$ cat src/rtl/acc_sweep_sequencer.sv
// acc_sweep_sequencer
//
// Sequencer between the correlator AXIS output and the accumulator AXIS input.
// For each acquisition it:
//   1. zeroes every word of the accumulator scratchpad BRAM (CLEAR),
//   2. discards correlator beats up to and including the next tlast (SYNC),
//   3. passes exactly accumulate_count frames through to the accumulator (RUN),
//   4. pulses done for one cycle (DONE) and returns to IDLE.
// The abort input cancels any acquisition in progress.
//
// Ports
//   s00_axis_aclk       clock for all logic
//   s00_axis_areset     synchronous reset, active-high
//   start / abort       single-cycle control pulses from the host
//   accumulate_count    frames per acquisition, latched on start
//   frame_len           beats per frame (1..2^BRAM_DEPTH), latched on start
//   s00_axis_*          upstream correlator stream
//   m00_axis_*          downstream accumulator stream
//   clr_bram_*          scratchpad clear write port (data is always zero)
//   busy                high in every state except IDLE
//   done                one-cycle completion pulse
//   frame_cnt           frames completed in the current or last run
//   len_err             sticky: a frame length did not match frame_len
//   cfg_err             sticky: a start request was rejected
module acc_sweep_sequencer #(
  parameter int unsigned BRAM_DEPTH          = 10,
  parameter int unsigned ACC_BRAM_DATA_WIDTH = 128,
  parameter int unsigned C_AXIS_TDATA_WIDTH  = 96
) (
  input  logic                           s00_axis_aclk,
  input  logic                           s00_axis_areset,

  input  logic                           start,
  input  logic                           abort,
  input  logic [15:0]                    accumulate_count,
  input  logic [BRAM_DEPTH:0]            frame_len,

  input  logic                           s00_axis_tvalid,
  output logic                           s00_axis_tready,
  input  logic [C_AXIS_TDATA_WIDTH-1:0]  s00_axis_tdata,
  input  logic                           s00_axis_tlast,

  output logic                           m00_axis_tvalid,
  input  logic                           m00_axis_tready,
  output logic [C_AXIS_TDATA_WIDTH-1:0]  m00_axis_tdata,
  output logic                           m00_axis_tlast,

  output logic [BRAM_DEPTH-1:0]          clr_bram_addr,
  output logic [ACC_BRAM_DATA_WIDTH-1:0] clr_bram_dataout,
  output logic                           clr_bram_we,

  output logic                           busy,
  output logic                           done,
  output logic [15:0]                    frame_cnt,
  output logic                           len_err,
  output logic                           cfg_err
);

  // Width of frame_len / beat_cnt, and one extra bit for overflow-free compares.
  localparam int unsigned LenW  = BRAM_DEPTH + 1;
  localparam int unsigned LenWx = BRAM_DEPTH + 2;

  // Largest legal frame length: 2^BRAM_DEPTH.
  localparam logic [LenW-1:0] MaxLen = {1'b1, {BRAM_DEPTH{1'b0}}};

  typedef enum logic [2:0] {
    StIdle,
    StClear,
    StSync,
    StRun,
    StDone
  } state_e;

  state_e                  state_q;
  logic [15:0]             acc_cnt_q;
  logic [LenW-1:0]         frame_len_q;
  logic [LenW-1:0]         beat_cnt_q;
  logic [15:0]             frame_cnt_q;
  logic [BRAM_DEPTH-1:0]   clr_addr_q;
  logic                    len_err_q;
  logic                    cfg_err_q;

  logic                    in_run;
  logic                    in_sync;
  logic                    beat_hs;
  logic                    sync_hs;
  logic                    cfg_bad;
  logic                    last_frame;
  logic [LenWx-1:0]        beat_num;
  logic [LenWx-1:0]        len_ext;
  logic [15:0]             frame_cnt_inc;

  // ---------------------------------------------------------------------------
  // Stream gating: zero-latency pass-through in RUN, drain-only in SYNC,
  // upstream held off everywhere else.
  // ---------------------------------------------------------------------------
  assign in_run          = (state_q == StRun);
  assign in_sync         = (state_q == StSync);

  assign m00_axis_tvalid = in_run & s00_axis_tvalid;
  assign s00_axis_tready = in_sync | (in_run & m00_axis_tready);
  assign m00_axis_tdata  = s00_axis_tdata;
  assign m00_axis_tlast  = s00_axis_tlast;

  assign beat_hs         = m00_axis_tvalid & m00_axis_tready;
  assign sync_hs         = in_sync & s00_axis_tvalid;

  // ---------------------------------------------------------------------------
  // Counter arithmetic
  // ---------------------------------------------------------------------------
  // 1-based index of the beat currently handshaking within its frame.
  assign beat_num      = {1'b0, beat_cnt_q} + LenWx'(1);
  assign len_ext       = {1'b0, frame_len_q};
  assign frame_cnt_inc = frame_cnt_q + 16'd1;
  assign last_frame    = (frame_cnt_inc == acc_cnt_q);

  assign cfg_bad = (accumulate_count == 16'd0) ||
                   (frame_len == '0) ||
                   (frame_len > MaxLen);

  // ---------------------------------------------------------------------------
  // Control FSM
  // ---------------------------------------------------------------------------
  always_ff @(posedge s00_axis_aclk) begin
    if (s00_axis_areset) begin
      state_q     <= StIdle;
      acc_cnt_q   <= 16'd0;
      frame_len_q <= '0;
      beat_cnt_q  <= '0;
      frame_cnt_q <= 16'd0;
      clr_addr_q  <= '0;
      len_err_q   <= 1'b0;
      cfg_err_q   <= 1'b0;
    end else begin
      unique case (state_q)
        StIdle: begin
          // Abort in the same cycle as start cancels the request outright.
          if (start && !abort) begin
            if (cfg_bad) begin
              cfg_err_q <= 1'b1;
            end else begin
              acc_cnt_q   <= accumulate_count;
              frame_len_q <= frame_len;
              beat_cnt_q  <= '0;
              frame_cnt_q <= 16'd0;
              clr_addr_q  <= '0;
              len_err_q   <= 1'b0;
              cfg_err_q   <= 1'b0;
              state_q     <= StClear;
            end
          end
        end

        StClear: begin
          // Address wraps back to zero after the last word, ready for next time.
          clr_addr_q <= clr_addr_q + BRAM_DEPTH'(1);
          if (clr_addr_q == '1) begin
            state_q <= StSync;
          end
        end

        StSync: begin
          // Everything up to and including the first tlast is a partial frame.
          if (sync_hs && s00_axis_tlast) begin
            state_q <= StRun;
          end
        end

        StRun: begin
          if (beat_hs) begin
            if (s00_axis_tlast) begin
              if (beat_num != len_ext) begin
                len_err_q <= 1'b1;
              end
              beat_cnt_q  <= '0;
              frame_cnt_q <= frame_cnt_inc;
              if (last_frame) begin
                state_q <= StDone;
              end
            end else begin
              // Overlong frame: flag on beat frame_len+1, keep counting to tlast.
              if (beat_num == len_ext + LenWx'(1)) begin
                len_err_q <= 1'b1;
              end
              if (beat_cnt_q != '1) begin
                beat_cnt_q <= beat_cnt_q + LenW'(1);
              end
            end
          end
        end

        StDone: begin
          state_q <= StIdle;
        end

        default: begin
          state_q <= StIdle;
        end
      endcase

      // Abort overrides any transition, including RUN -> DONE. A beat that
      // handshakes in the abort cycle has already been counted above.
      if (abort && (state_q != StIdle)) begin
        state_q <= StIdle;
      end
    end
  end

  // ---------------------------------------------------------------------------
  // Outputs decoded from registered state
  // ---------------------------------------------------------------------------
  // The reset term keeps the reset cycle itself from writing the scratchpad.
  assign clr_bram_we      = (state_q == StClear) & ~s00_axis_areset;
  assign clr_bram_addr    = clr_addr_q;
  assign clr_bram_dataout = '0;

  assign busy      = (state_q != StIdle);
  assign done      = (state_q == StDone);
  assign frame_cnt = frame_cnt_q;
  assign len_err   = len_err_q;
  assign cfg_err   = cfg_err_q;

endmodule

$ cat config.mk
export PLATFORM = sky130hd
export DESIGN_NAME = acc_sweep_sequencer
export DESIGN_NICKNAME = d
export VERILOG_FILES = /design/src/rtl/acc_sweep_sequencer.sv
export SDC_FILE = /design/constraint.sdc
export NUM_CORES = 1
export LEC_CHECK = 0
export ABC_AREA = 0
export CORE_AREA = 2 2 149 151
export CTS_BUF_LIST = sky130_fd_sc_hd__clkbuf_8
export CTS_CLUSTER_SIZE = 10
export DETAILED_ROUTE_END_ITERATION = 10
export DIE_AREA = 0 0 151 153
export PLACE_DENSITY_LB_ADDON = 0.05
export SYNTH_ARGS = -nofsm -noshare
export SYNTH_HDL_FRONTEND = slang
export SYNTH_SLANG_ARGS = --single-unit
$ cat constraint.sdc
create_clock -name s00_axis_aclk -period 2.9 [get_ports s00_axis_aclk]
set_input_delay 0.29 -clock s00_axis_aclk [delete_from_list [all_inputs] [get_ports s00_axis_aclk]]
set_output_delay 0.29 -clock s00_axis_aclk [all_outputs]
set_load 0.005 [all_outputs]
==> results of run 1 <==
[cells by family (layout without fill, tap and decap cells)]
family	after synthesis	after routing
flops	69	69
buf+inv	265	134
other cells	1	128
fa+ha+maj	4	4
mux	33	33
simple gates	234	234
xor+xnor	51	51
compound gates	101	101
[power by group through the flow]
stage | clock (mW) | sequential, mW | combinational, mW
2_1_floorplan | 0 | 1.04 | 0.531
3_3_place_gp | 0 | 1.05 | 0.543
3_5_place_dp | 0 | 1.05 | 0.545
4_1_cts | 0.786 | 1.03 | 0.549
5_1_grt | 0.825 | 1.03 | 0.609
6_report | 0.747 | 1.03 | 0.548
[layout by cell type, fill, tap and decap left out, drive strengths merged, types with 3 or more instances in the layout]
master         count
o21ai             28
or3               13
and4              12
nand2b             7
a311oi             3
or4               12
xnor2             32
nor4               5
and2              13
conb             128
dfxtp             69
mux2i             33
buf               45
nand3b             6
nor3              18
xor2              19
inv                9
nand3             26
a21oi             36
nand4             14
clkbuf            11
clkdlybuf4s50     66
a41oi              3
nand2             22
and3              11
a31oi              8
nor2              68
ha                 4
[stage by stage]
step           TNS [ns]  area (sq um)  instances
2_1_floorplan         0          6430        885
3_3_place_gp      -1.86          5990       1019
3_5_place_dp      -3.40          5990       1019
4_1_cts               0          6160       1034
5_1_grt               0          6160       1034
6_report              0          6160       1034
[flip-flops by register name, summed over array words and instances (netlist names)]
signal         flops
clr_bram_addr     10
frame_cnt         16
cfg_err            1
frame_len_q       11
acc_cnt_q         16
beat_cnt_q        11
state_q            3
len_err            1
[final cells by class]
| cell class | instances | area, sq um | share of cell area [%] |
|---|---|---|---|
| multi-input cells | 551 | 3200 | 52.0 |
| flip-flops and latches | 69 | 1380 | 22.4 |
| repair buffers | 111 | 1020 | 16.6 |
| clock buffers | 11 | 151 | 2.46 |
| well taps | 280 | 350 | 5.68 |
| inverters | 8 | 30.0 | 0.487 |
| clock inverters | 4 | 25.0 | 0.406 |
[routing by layer]
layer  part of all wire [%]  vias to the layer above
met2                     49                      239
met3                    8.0                       22
met1                     42                     2214
met5                      0                        -
met4                    1.5                        0
li1                       -                     2241
[worst paths after layout]
check / from / to / slack, ns / cells past startpoint
setup reg to reg: frame_cnt[0] / state_q[0] / 0.28 / 8
hold / removal: s00_axis_areset / clr_bram_addr[1] / 0.32 / 2
hold reg to reg: cfg_err / cfg_err / 0.49 / 2
setup / recovery: frame_len[6] / beat_cnt_q[6] / 0.21 / 8
==> implementation parameters, run 1 <==
Parameter                              Value

Yosys
  Post-synth EDFFs ... 0
  Combined area of all synthesized cells ... approximately 0.006 sq mm
  Most area-consuming cells after synthesis ... sky130_fd_sc_hd__buf_4 (28%), sky130_fd_sc_hd__dfxtp_1 (23%), sky130_fd_sc_hd__mux2i_1 (5.5%), sky130_fd_sc_hd__xnor2_1 (4.7%), sky130_fd_sc_hd__nor2_1 (4.3%)
  Yosys reg bits ... 69
  Count of mapped cells out of synthesis ... about 760
  Most frequent cells after synthesis ... sky130_fd_sc_hd__buf_4 (225), sky130_fd_sc_hd__dfxtp_1 (69), sky130_fd_sc_hd__nor2_1 (68)
  Cell variety after synth ... 57
  Biggest area consumer among synthesized cells ... sky130_fd_sc_hd__buf_4
  Compound-gate portion of the synthesized area ... 10.7%
  Sequential share of the synthesized area ... 23.2%
  Mean instance size in the synthesized netlist ... 7.86 sq um
  Async set-reset flop share out of synthesis ... 0%
  Basic-gate share of the synthesized area counting and, or, nand and nor cells ... 21.2%
  Main combinational cell family by area after synthesis ... buffers and inverters
  Cell with the most instances after synthesis ... sky130_fd_sc_hd__buf_4
  Top-area cell type share of the netlist area ... ~28%
  Arithmetic-cell share of the synthesized area counting full adders, half adders and majority gates ... 0.841%
  Mux contribution to synthesized area ... between 5 and 6%
  Post-synthesis share of cell area spent on xor and xnor gates ... between 7 and 8%
  Most common flop cell mapped by yosys ... sky130_fd_sc_hd__dfxtp_1
  Count of synthesis-stage warnings from yosys ... 0

Clocking
  Number of buffers added by the clock tree synthesis step ... 9
  Latest clock arrival within the worst-skew pair ... about 0.36 ns
  TritonCTS clock tree ... done
  PostCTS Resize Cnt ... 0
  Num Clock Sinks ... between 60 and 70
  Clock-pin slew on the worst setup and hold paths ... roughly 0.08 ns
  # hold bufs at CTS ... 0
  Max Root-Sink Buffers ... 2
  Clock tree root driver cell ... sky130_fd_sc_hd__clkbuf_8
  Setup fix buffers added after clock tree synthesis ... 0
  # H-tree levels ... 3

Pwr
  Power, Total ... roughly 2.3 mW
  Highest ir drop seen on vdd ... 0.177 mV
  Proportion of total power due to net switching ... between 30% and 40%
  Total net switching power ... around 0.73 mW
  Leakage power ... between 2 and 3 nW
  Part of the total power dissipated in combinational logic ... about a quarter
  Power per cell area ... around 380 mW/mm^2
  Clock network power share ... 32.2%
  Cell Int Power ... ~1.6 mW
  Portion of total power attributed to sequential cells ... ~44%

Worst hold path
  Class of the most critical hold timing path ... in2reg

Route
  Total iterations of the first detailed-routing run ... 4
  Count of routing violations after the opening detailed-route iteration ... between 200 and 250
  Vias post-DR ... 4,716
  Post-detailed-route via-to-cell ratio ... around 4.6
  Routed WL per cell ... about 18 um
  Sum of routed wire length over all layers ... approximately 18 mm
  # DRC ... 0
  Antenna-violating nets left ... 0

Global route
  Met3 Resource Use GR ... roughly 4.3%
  M2 GR Usage ... 25.6%
  Total global-route track usage ... approximately 15%
  Global-route layer with the greatest usage ... met2
  Grt total ovfl ... 0
  Largest net degree at the start of global routing ... 44
  Global-route wire length before repair ... 26.4 mm
  Vias in the first global route ... 4,293
  Number of antenna violations at the first check in global routing ... 0
  Met1 global-route usage ... a little under a fifth

Placement
  Worst slack at placement ... -0.146 ns
  Last weighted congestion value of the routability-driven placer ... 0.770
  DPL Wire Length ... approximately 15 mm
  I/O Buffers ... 67

Floorplanning
  Vertical die dimension ... between 150 and 200 um
  Starting density of the core ... approximately 28%
  Top-level port count ... between 300 and 400
  # rows ... 54
  Area of the core ... between 0.02 and 0.025 sq mm
  Die footprint ... about 0.023 sq mm
  Die width ... between 150 and 200 um

Worst setup path
  Endpoint kind of the worst setup timing path ... flop
  Cell Chain, Critical Path ... clkdlybuf4s50_1 > or4_4 > o31a_1 > or4_4 > o21ai_2 > nand3_1 > or3_1 > a21oi_1
  Most prevalent standard cell on the critical path ... sky130_fd_sc_hd__or4_4
  Crit Path Category ... in2reg
  Max stage delay on crit path ... between 0.5 and 0.6 ns
  Buffer and inverter count on the worst path ... 1
  Top Family by Delay on Critical Path ... simple AND/OR/NAND/NOR gates
  Critical path startpoint category ... primary input
  Worst Path Max Fanout ... 5
  Worst-path cell with the longest stage delay ... sky130_fd_sc_hd__or4_4
  Arrival time of the worst setup path ... about 3.0 ns
  Worst Path Required ... about 3.2 ns

STA
  Worst hold margin ... about 0.32 ns
  Clock Skews ... 0.0114 ns
  Max transition margin ... 63.9%
  Peak clock frequency supported by timing ... 371 MHz
  Setup violations, final ... 0
  Period minus WS final ... 2.69 ns
  Worst Tran Pin Value ... around 0.54 ns
  Share of the clock period used by the worst path ... 92.9%
  Hold Violations, Final ... 0
  Setup repair after global routing missed its margin ... no
  Final Slew Violations ... 0
  Least setup slack across all paths after layout ... 0.206 ns

Layout
  Layout Area Growth over Synthesis ... 3.51%
  # diodes ... 0
  Number of fillers in the final layout ... 2,348
  Layout net count ... about 900
  Share of cells above drive strength 1 ... 9.15%
  Final core utilization ... 28.7%

Job
  Max-cap violation count ... 0

Run status
  Run status ... completed
No activity file was read; power rests on OpenSTA's default activity.
==> run 2, diff against run 1 <==
- CTS_CLUSTER_DIAMETER: not set -> 120
==> results of run 2 <==
Same layout as run 1: the final DEF is identical, and so are final timing and power.
==> run 3, diff against run 2 <==
- CTS_BUF_LIST: sky130_fd_sc_hd__clkbuf_8 -> sky130_fd_sc_hd__clkbuf_4
- CTS_CLUSTER_SIZE: 10 -> not set
==> run 3 against run 2 <==
  * Sequential share of layout area increased by 0.26 points
  * Largest power group unchanged
  * Utilization decreased by 0.33 points
  * Routed wire length about the same
  * Largest cell class unchanged
  * Clock skew increased by 0.0052 ns
==> implementation parameters, run 3 (synthesis results as in run 1) <==
Parameter                              Value

Worst setup path
  Reg-to-reg slack, setup ... roughly 0.25 ns
  Crit Path Category ... reg2reg
  R2r worst-path depth ... 8
  Critical path origin ... frame_cnt[0]
  Critical Path Sink ... state_q[0]
  Worst reg2reg path endpoint ... state_q[0]
  Endpoint kind of the worst setup timing path ... flop
  Reg-to-reg critical path startpoint ... frame_cnt[0]
  Arrival time of the worst setup path ... approximately 3 ns
  Critical path startpoint category ... flop
  Worst Path Max Fanout ... 8
  Worst Path Required ... between 3 and 4 ns

Layout
  Layout net count ... 884
  Footprint of the flip-flops and latches ... ~0.0014 sq mm
  Most used cells in the layout excluding fill and tap cells ... sky130_fd_sc_hd__conb_1 (128), sky130_fd_sc_hd__dfxtp_1 (69), sky130_fd_sc_hd__nor2_1 (68), sky130_fd_sc_hd__clkdlybuf4s50_1 (66), sky130_fd_sc_hd__buf_4 (42)
  Commonest non-fill, non-tap cell in the layout ... sky130_fd_sc_hd__conb_1
  Number of fillers in the final layout ... 2,359
  Area taken by multi-input logic gates ... 0.00320 sq mm
  Final Instance Count excl. Fillers ... 1,035
  Final core utilization ... ~28%
  Layout Area Growth over Synthesis ... 2.33%
  Share of cells above drive strength 1 ... a little under a tenth

Clocking
  Number of buffers added by the clock tree synthesis step ... 9
  Latest clock arrival within the worst-skew pair ... roughly 0.45 ns
  Num Clock Sinks ... roughly 70
  Clock tree root driver cell ... sky130_fd_sc_hd__clkbuf_4
  # H-tree levels ... 3
  Max Root-Sink Buffers ... 2
  Setup fix buffers added after clock tree synthesis ... 0
  PostCTS Resize Cnt ... 0
  Clock-pin slew on the worst setup and hold paths ... between 0.1 and 0.15 ns
  # hold bufs at CTS ... 0
  TritonCTS clock tree ... done

Route
  Count of routing violations after the opening detailed-route iteration ... about 240
  Sum of routed wire length over all layers ... approximately 18 mm
  Routed WL per cell ... 17.6 um
  Vias post-DR ... roughly 4,700
  Antenna-violating nets left ... 0
  # DRC ... 0
  Post-detailed-route via-to-cell ratio ... between 4 and 5
  Total iterations of the first detailed-routing run ... 4

Floorplanning
  Die footprint ... 0.0231 sq mm
  Die width ... approximately 150 um
  # rows ... between 50 and 60
  Top-level port count ... ~390
  Starting density of the core ... ~28%
  Vertical die dimension ... between 150 and 200 um
  Area of the core ... ~0.021 sq mm

Placement
  Instance count after placement with tap cells included ... between 1,000 and 1,500
  Last weighted congestion value of the routability-driven placer ... 0.770
  DPL Wire Length ... ~15 mm
  I/O Buffers ... 67

STA
  Setup repair after global routing missed its margin ... no
  Hold Violations, Final ... 0
  Share of the clock period used by the worst path ... about nine tenths
  Period minus WS final ... between 2 and 3 ns
  Setup violations, final ... 0
  Clock Skews ... around 0.017 ns
  Peak clock frequency supported by timing ... between 300 and 400 MHz
  Total negative setup slack ... 0 ns
  Max transition margin ... 64.1%
  Final Slew Violations ... 0
  Worst Tran Pin Value ... 0.538 ns

Pwr
  Highest ir drop seen on vdd ... about 0.13 mV
  Power per cell area ... 350 mW/mm^2
  Cell Int Power ... approximately 1.4 mW
  Part of the total power dissipated in combinational logic ... roughly a quarter
  Proportion of total power due to net switching ... between 30% and 40%
  Clock network power share ... approximately a quarter
  Leakage power ... approximately 2.6 nW
  Total net switching power ... between 0.7 and 0.8 mW
  Portion of total power attributed to sequential cells ... between 40 and 50%

Global route
  Number of antenna violations at the first check in global routing ... 1
  Vias in the first global route ... 4,294
  Total global-route track usage ... approximately 15%
  Largest net degree at the start of global routing ... 44
  Grt total ovfl ... 0
  Global-route wire length before repair ... roughly 26 mm

Job
  Max-cap violation count ... 0

Run status
  Run status ... completed

Worst hold path
  Class of the most critical hold timing path ... in2reg
==> run 3: cell types whose count changed in the layout (fill, tap and decap cells not counted) <==
cell | before | now
sky130_fd_sc_hd__clkbuf_4 | 0 | 10
sky130_fd_sc_hd__clkbuf_8 | 11 | 0
sky130_fd_sc_hd__clkinv_1 | 0 | 2
sky130_fd_sc_hd__diode_2 | 0 | 1
sky130_fd_sc_hd__inv_1 | 9 | 8
==> run 3: power groups by stage <==
stage	clock, mW	sequential [mW]	combinational, mW
final	0.560	1.03	0.547
after global routing	0.623	1.03	0.609
after CTS	0.589	1.03	0.549
after detailed placement	0	1.05	0.545
after global placement	0	1.05	0.543
after floorplan	0	1.04	0.531
==> run 3: worst min-delay path by stage <==
stage / end / cells after the start / from / slack [ns]
2_1_floorplan: acc_cnt_q[0] / 2 / accumulate_count[0] / 0.43
3_3_place_gp: cfg_err / 2 / cfg_err / 0.47
3_5_place_dp: cfg_err / 2 / cfg_err / 0.47
4_1_cts: frame_len_q[10] / 2 / s00_axis_areset / 0.18
6_report: frame_len_q[2] / 2 / s00_axis_areset / 0.22
5_1_grt: frame_len_q[9] / 2 / s00_axis_areset / 0.21
==> run 3: routing by layer <==
metal  wire [um]  up-vias  share of wire [%]  GRT usage [%]
li1            -     2250                  -              -
met1        7620     2204                 42           18.7
met2        8880      237                 49           25.5
met3        1360       23                7.5           3.76
met4         307        0                1.7           5.43
met5           0        -                  0              0
==> run 3: stage by stage <==
step / setup slack [ns] / power, mW / hold WS (ns) / area (sq um)
floorplan: 0.385 / 1.57 / 0.434 / 6430
global placement: -0.0923 / 1.59 / 0.473 / 5990
detailed placement: -0.146 / 1.59 / 0.471 / 5990
CTS: 0.204 / 2.17 / 0.181 / 6090
global route: 0.102 / 2.27 / 0.214 / 6090
finish: 0.248 / 2.13 / 0.224 / 6090
==> run 3: final cells by class <==
type,count,share of cell area (%)
Clock inverter,5,0.472
Multi-Input combinational cell,551,52.6
Inverter,8,0.493
Tap cell,280,5.75
Clock buffer,10,1.23
Antenna cell,1,0.0411
Sequential cell,69,22.7
Timing Repair Buffer,111,16.8
==> run 3: critical path: stages (launching register included) <==
cell	delay, ns
sky130_fd_sc_hd__dfxtp_1	0.51
sky130_fd_sc_hd__ha_1	0.42
sky130_fd_sc_hd__and4_1	0.28
sky130_fd_sc_hd__nand3_1	0.17
sky130_fd_sc_hd__mux2i_1	0.17
sky130_fd_sc_hd__o21bai_1	0.27
sky130_fd_sc_hd__nand3_1	0.14
sky130_fd_sc_hd__a32o_1	0.27
sky130_fd_sc_hd__a311o_1	0.31
==> RTL edit 1, RTL diff (settings of run 1) <==
Re-encode `state_e` (5 states) as one-hot, 5 bits wide.
--- a/src/rtl/acc_sweep_sequencer.sv
+++ b/src/rtl/acc_sweep_sequencer.sv
@@ -65,8 +65,8 @@
 
-  typedef enum logic [2:0] {
-    StIdle,
-    StClear,
-    StSync,
-    StRun,
-    StDone
+  typedef enum logic [4:0] {
+    StIdle  = 5'b00001,
+    StClear = 5'b00010,
+    StSync  = 5'b00100,
+    StRun   = 5'b01000,
+    StDone  = 5'b10000
   } state_e;
Function: same outputs for any inputs over 4 cycles, from zero or initial values and one cycle with s00_axis_areset high; so few cycles prove little.
==> RTL edit 1 against run 1 <==
Count of clock-buffer cells in the layout decreased by 2. Via count is 2.4% higher. Routed wire length shrank 3.5%. Critical path depth unchanged. Hold slack better by 64 ps. Area after synthesis up 0.65%. Power increased by 6.4%. Synthesized cell count rose by 4.2%. Final area up 2.0%. Clock skew is 1.4 ps higher. Sequential cell count is 2 higher. Maximum frequency is 1.2% higher. Setup slack better by 32 ps. Critical endpoint is now state_q[0].
==> RTL edit 1: results <==
[status]
outcome = "completed"

[grt]
grt_pass1_vias = 4410
grt_max_degree = 39
grt_pass1_wl_um = 26300
gr-usage-all-layers = 0.149

[placed_design]
placed_area_um2 = 6020
io_buffers = 67
place.gp.congestion = 0.783
place_hpwl_um = 13800

[worst_hold_path]
hold_class = "input port to flip-flop"
hold_end = "acc_cnt_q[14]"

[sta]
hold_ws_ps = 388
tightest_slew_ps = 654
skew_ps = 12.8

[clock_network]
cts.htree.levels = 3
clockRootBuffer = "clkbuf_8"
cts_max_path_buffers = 2
cts.clk_slew.worst_paths_ps = 80
cts_buffers = 9

[power_and_ir_drop]
leakagePower_uw = 0.00237
ir_drop_mv = 0.221

[yosys]
ys_seq_area_frac = 0.237
synth_commonest_cells = "225 x buf_4, 88 x nand2_1, 71 x dfxtp_1"
synth-main-ff-cell = "dfxtp_1"
ys_warn_count = 0
async_reset_ff_frac = 0
yosys-top-cells-area = "buf_4 28%, dfxtp_1 24%, nand2_1 5.5%"
synth.distinct_cells = 60

[worst_setup_path]
critPathArrivalTime_ps = 2920
rrSetupSlack_ps = 360
r2r-end = "beat_cnt_q[4]"
worst-r2r-cell-count = 5
r2r_start = "state_q[1]"
cp_max_fo = 2

[detailed_routing]
wirelength_um = 17500
first_pass_iters = 5
drtIter0Drc = 298
vias = 4827

[finish]
layout.nets = 917
fillers = 2349
drive_above_1_share = 0.100
[RTL edit 1: cell families after synthesis]
kind of cell | Yosys count | share of synthesized area
xor gates and xnor gates | 58 | 0.0848
DFF | 71 | 0.237
buffers and inverters | 267 | 0.309
and+or+nand+nor | 257 | 0.212
muxes | 3 | 0.00522
other | 1 | 0.000626
AOI/OAI and AO/OA | 129 | 0.143
adders and majority gates | 4 | 0.00835
[RTL edit 1: final cells by class]
cell class | count | area share
clock buffer | 9 | 0.0197
clock inverter | 6 | 0.0213
inverter | 8 | 0.00478
multi-input combinational | 579 | 0.510
sequential | 71 | 0.226
tap | 280 | 0.0557
timing repair buffer | 114 | 0.162
[RTL edit 1: power breakdown]
part           internal (uW)  switching [uW]  total (uW)
combinational            150             211         361
sequential               995            24.4        1020
clock                    654             434        1090
[RTL edit 1: per-layer routing]
metal  global-route usage  up-vias  routed length [um]
met5                    0        -                   0
met4               0.0663        0                 551
met3               0.0301       33                1100
met2                0.227      203                8000
met1                0.203     2249                7890
li1                     -     2342                   -
[RTL edit 1: worst max-delay path by stage]
| stage | from | endpoint | slack (ps) | cells past startpoint |
|---|---|---|---|---|
| 2_1_floorplan | beat_cnt_q[0] | len_err | 420 | 8 |
| 3_3_place_gp | frame_len[2] | frame_len_q[2] | -220 | 8 |
| 3_5_place_dp | frame_len[6] | frame_len_q[10] | -220 | 8 |
| 4_1_cts | frame_len[2] | frame_len_q[10] | 180 | 8 |
| 5_1_grt | frame_len[6] | beat_cnt_q[1] | 70 | 10 |
| 6_report | frame_len[6] | state_q[0] | 240 | 8 |
[RTL edit 1: per-stage QoR]
stage / instances / setup WS, ps / utilization
2_1_floorplan: 917 / 416 / -
3_3_place_gp: 1052 / -219 / 0.280
3_5_place_dp: 1052 / -220 / 0.280
4_1_cts: 1067 / 181 / 0.292
5_1_grt: 1067 / 71.6 / 0.293
6_report: 1067 / 238 / 0.293
[RTL edit 1: critical path, stage by stage]
cell	delay (ps)
clkdlybuf4s50_1	430
or4_1	610
o31ai_4	230
a31oi_2	180
a2111oi_4	400
nand3_1	150
o31a_1	350
a211o_1	290
==> RTL edit 2, RTL diff (config.mk and constraints of run 1) <==
Without the edit above. Set the parameter `C_AXIS_TDATA_WIDTH` to 104 (it was 96).
--- a/src/rtl/acc_sweep_sequencer.sv
+++ b/src/rtl/acc_sweep_sequencer.sv
@@ -27,3 +27,3 @@
   parameter int unsigned ACC_BRAM_DATA_WIDTH = 128,
-  parameter int unsigned C_AXIS_TDATA_WIDTH  = 96
+  parameter int unsigned C_AXIS_TDATA_WIDTH  = 104
 ) (
Interface: changed (resized m00_axis_tdata and s00_axis_tdata); port bits go from 388 to 404. No check against the original RTL was run, so the function may have changed too.
==> RTL edit 2 against run 1 <==
Routed wire length fell by 2.2%. Setup slack got worse by 42 ps. Final area rose by 0.30%. Power rose by 0.38%. Cell count rose by 0.39%. Area after synthesis rose by 1.0%. Via count fell by 0.83%. Clock power rose by 1%. Utilization rose by 0.087 points. Register-to-register slack improved by 40 ps. Sequential cell count did not move. Critical endpoint is now state_q[0]. Largest cell class unchanged. Largest power group unchanged.
==> RTL edit 2: results <==
[sta]
tightest_slew_ps = 571
skew_ps = 8.02
finalMaxSlewViolations = 0
hold_violations = 0

[worst_hold_path]
hold_start = "s00_axis_areset"
hold_class = "input port to flip-flop"
hold_end = "clr_bram_addr[1]"
min_path_cells = 2

[detailed_routing]
remaining_drc_errors = 0
routed.top_layer = "met4"
first_pass_iters = 4
met1_length_um = 6950
drtIter0Drc = 226
wl_met3_um = 1060
wl_met2_um = 8730
viasPerCell = 4.51
wirelength_um = 17800

[grt]
grt_max_degree = 44
grt_pass1_wl_um = 26800
antenna_found_initial = 0
grt_pass1_vias = 4531
gr-usage-all-layers = 0.153

[yosys]
async_reset_ff_frac = 0
synth_commonest_cells = "233 x buf_4, 69 x dfxtp_1, 68 x nor2_1"
synth_fa_ha_area_frac = 0.00832
synth-xor-area-share = 0.0743
synth-main-ff-cell = "dfxtp_1"
synthCells = 766
ys_warn_count = 0
synth_compound_area_frac = 0.106
yosys-top-cells-area = "buf_4 29%, dfxtp_1 23%, mux2i_1 5.5%"
synthMuxAreaShare = 0.0549
ys_seq_area_frac = 0.230
synth.distinct_cells = 57

[clock_network]
cts-resized-gates = 0
cts_buffers = 9
postCtsSetupBuffers = 0
cts_max_path_buffers = 2
clock_latency_ps = 360
cts.clk_slew.worst_paths_ps = 70
clockRootBuffer = "clkbuf_8"
cts.htree.levels = 3

[placed_design]
place.gp.congestion = 0.776
placed_area_um2 = 6000
io_buffers = 67
place_hpwl_um = 14100

[worst_setup_path]
worst-r2r-cell-count = 8
cp_max_fo = 4
r2r-end = "len_err"
rrSetupSlack_ps = 320
r2r_start = "beat_cnt_q[1]"

[finish]
final_cell_count_no_fill = 1038
layout.nets = 896
drive_above_1_share = 0.0950
num_antenna_cells = 0

[power_and_ir_drop]
leakagePower_uw = 0.00263
ir_drop_mv = 0.199

[status]
outcome = "completed"
[RTL edit 2: cell count changes after synthesis, sizes merged]
cell	before	now
buf	231	239
[RTL edit 2: kinds of logic after synthesis]
group / Yosys count
other: 1
adders and majority gates: 4
buffers and inverters: 273
and+or+nand+nor: 234
DFF: 69
muxes: 33
xor gates and xnor gates: 51
AOI/OAI and AO/OA: 101
[RTL edit 2: power by group]
group / total, uW / switching [uW] / internal, uW
Combinational: 545 / 292 / 253
Sequential: 1030 / 41.0 / 985
Clock: 758 / 389 / 369
[RTL edit 2: critical path, stage by stage]
cell             delay, ps
clkdlybuf4s50_1        420
or4_4                  540
o31a_1                 390
or3_4                  420
a221oi_4               300
nand2_2                100
a32o_1                 220
a311o_1                310
[RTL edit 2: per-stage QoR]
step | total power [uW] | utilization | setup TNS, ps | hold slack [ps] | setup slack, ps
5_1_grt | 2480 | 0.288 | 0 | 319 | 76.6
6_report | 2330 | 0.288 | 0 | 317 | 164
4_1_cts | 2390 | 0.288 | 0 | 302 | 193
3_3_place_gp | 1600 | 0.279 | -2010 | 496 | -174
2_1_floorplan | 1580 | - | 0 | 434 | 385
3_5_place_dp | 1600 | 0.279 | -3150 | 511 | -203
[RTL edit 2: routing by layer]
layer	track usage	vias to the layer above
met5	0	-
met4	0.0957	0
li1	-	2243
met3	0.0379	66
met2	0.259	175
met1	0.171	2193
[RTL edit 2: worst max-delay path by stage]
stage,startpoint,to,slack [ps],cells after the start
after floorplan,frame_len[6],state_q[0],380,7
after global placement,frame_len[6],state_q[0],-170,8
after detailed placement,frame_len[6],state_q[0],-200,8
after CTS,frame_len[6],state_q[0],190,8
after global routing,frame_len[0],beat_cnt_q[6],80,8
final,frame_len[6],state_q[0],160,8
[RTL edit 2: cell type report]
type                       instances  area (um2)
timing repair buffer             115        1040
fill                            2338       15300
sequential                        69        1380
clock inverter                     3        12.5
multi-input combinational        551        3200
clock buffer                      12         165
inverter                           8        30.0
tap                              280         350
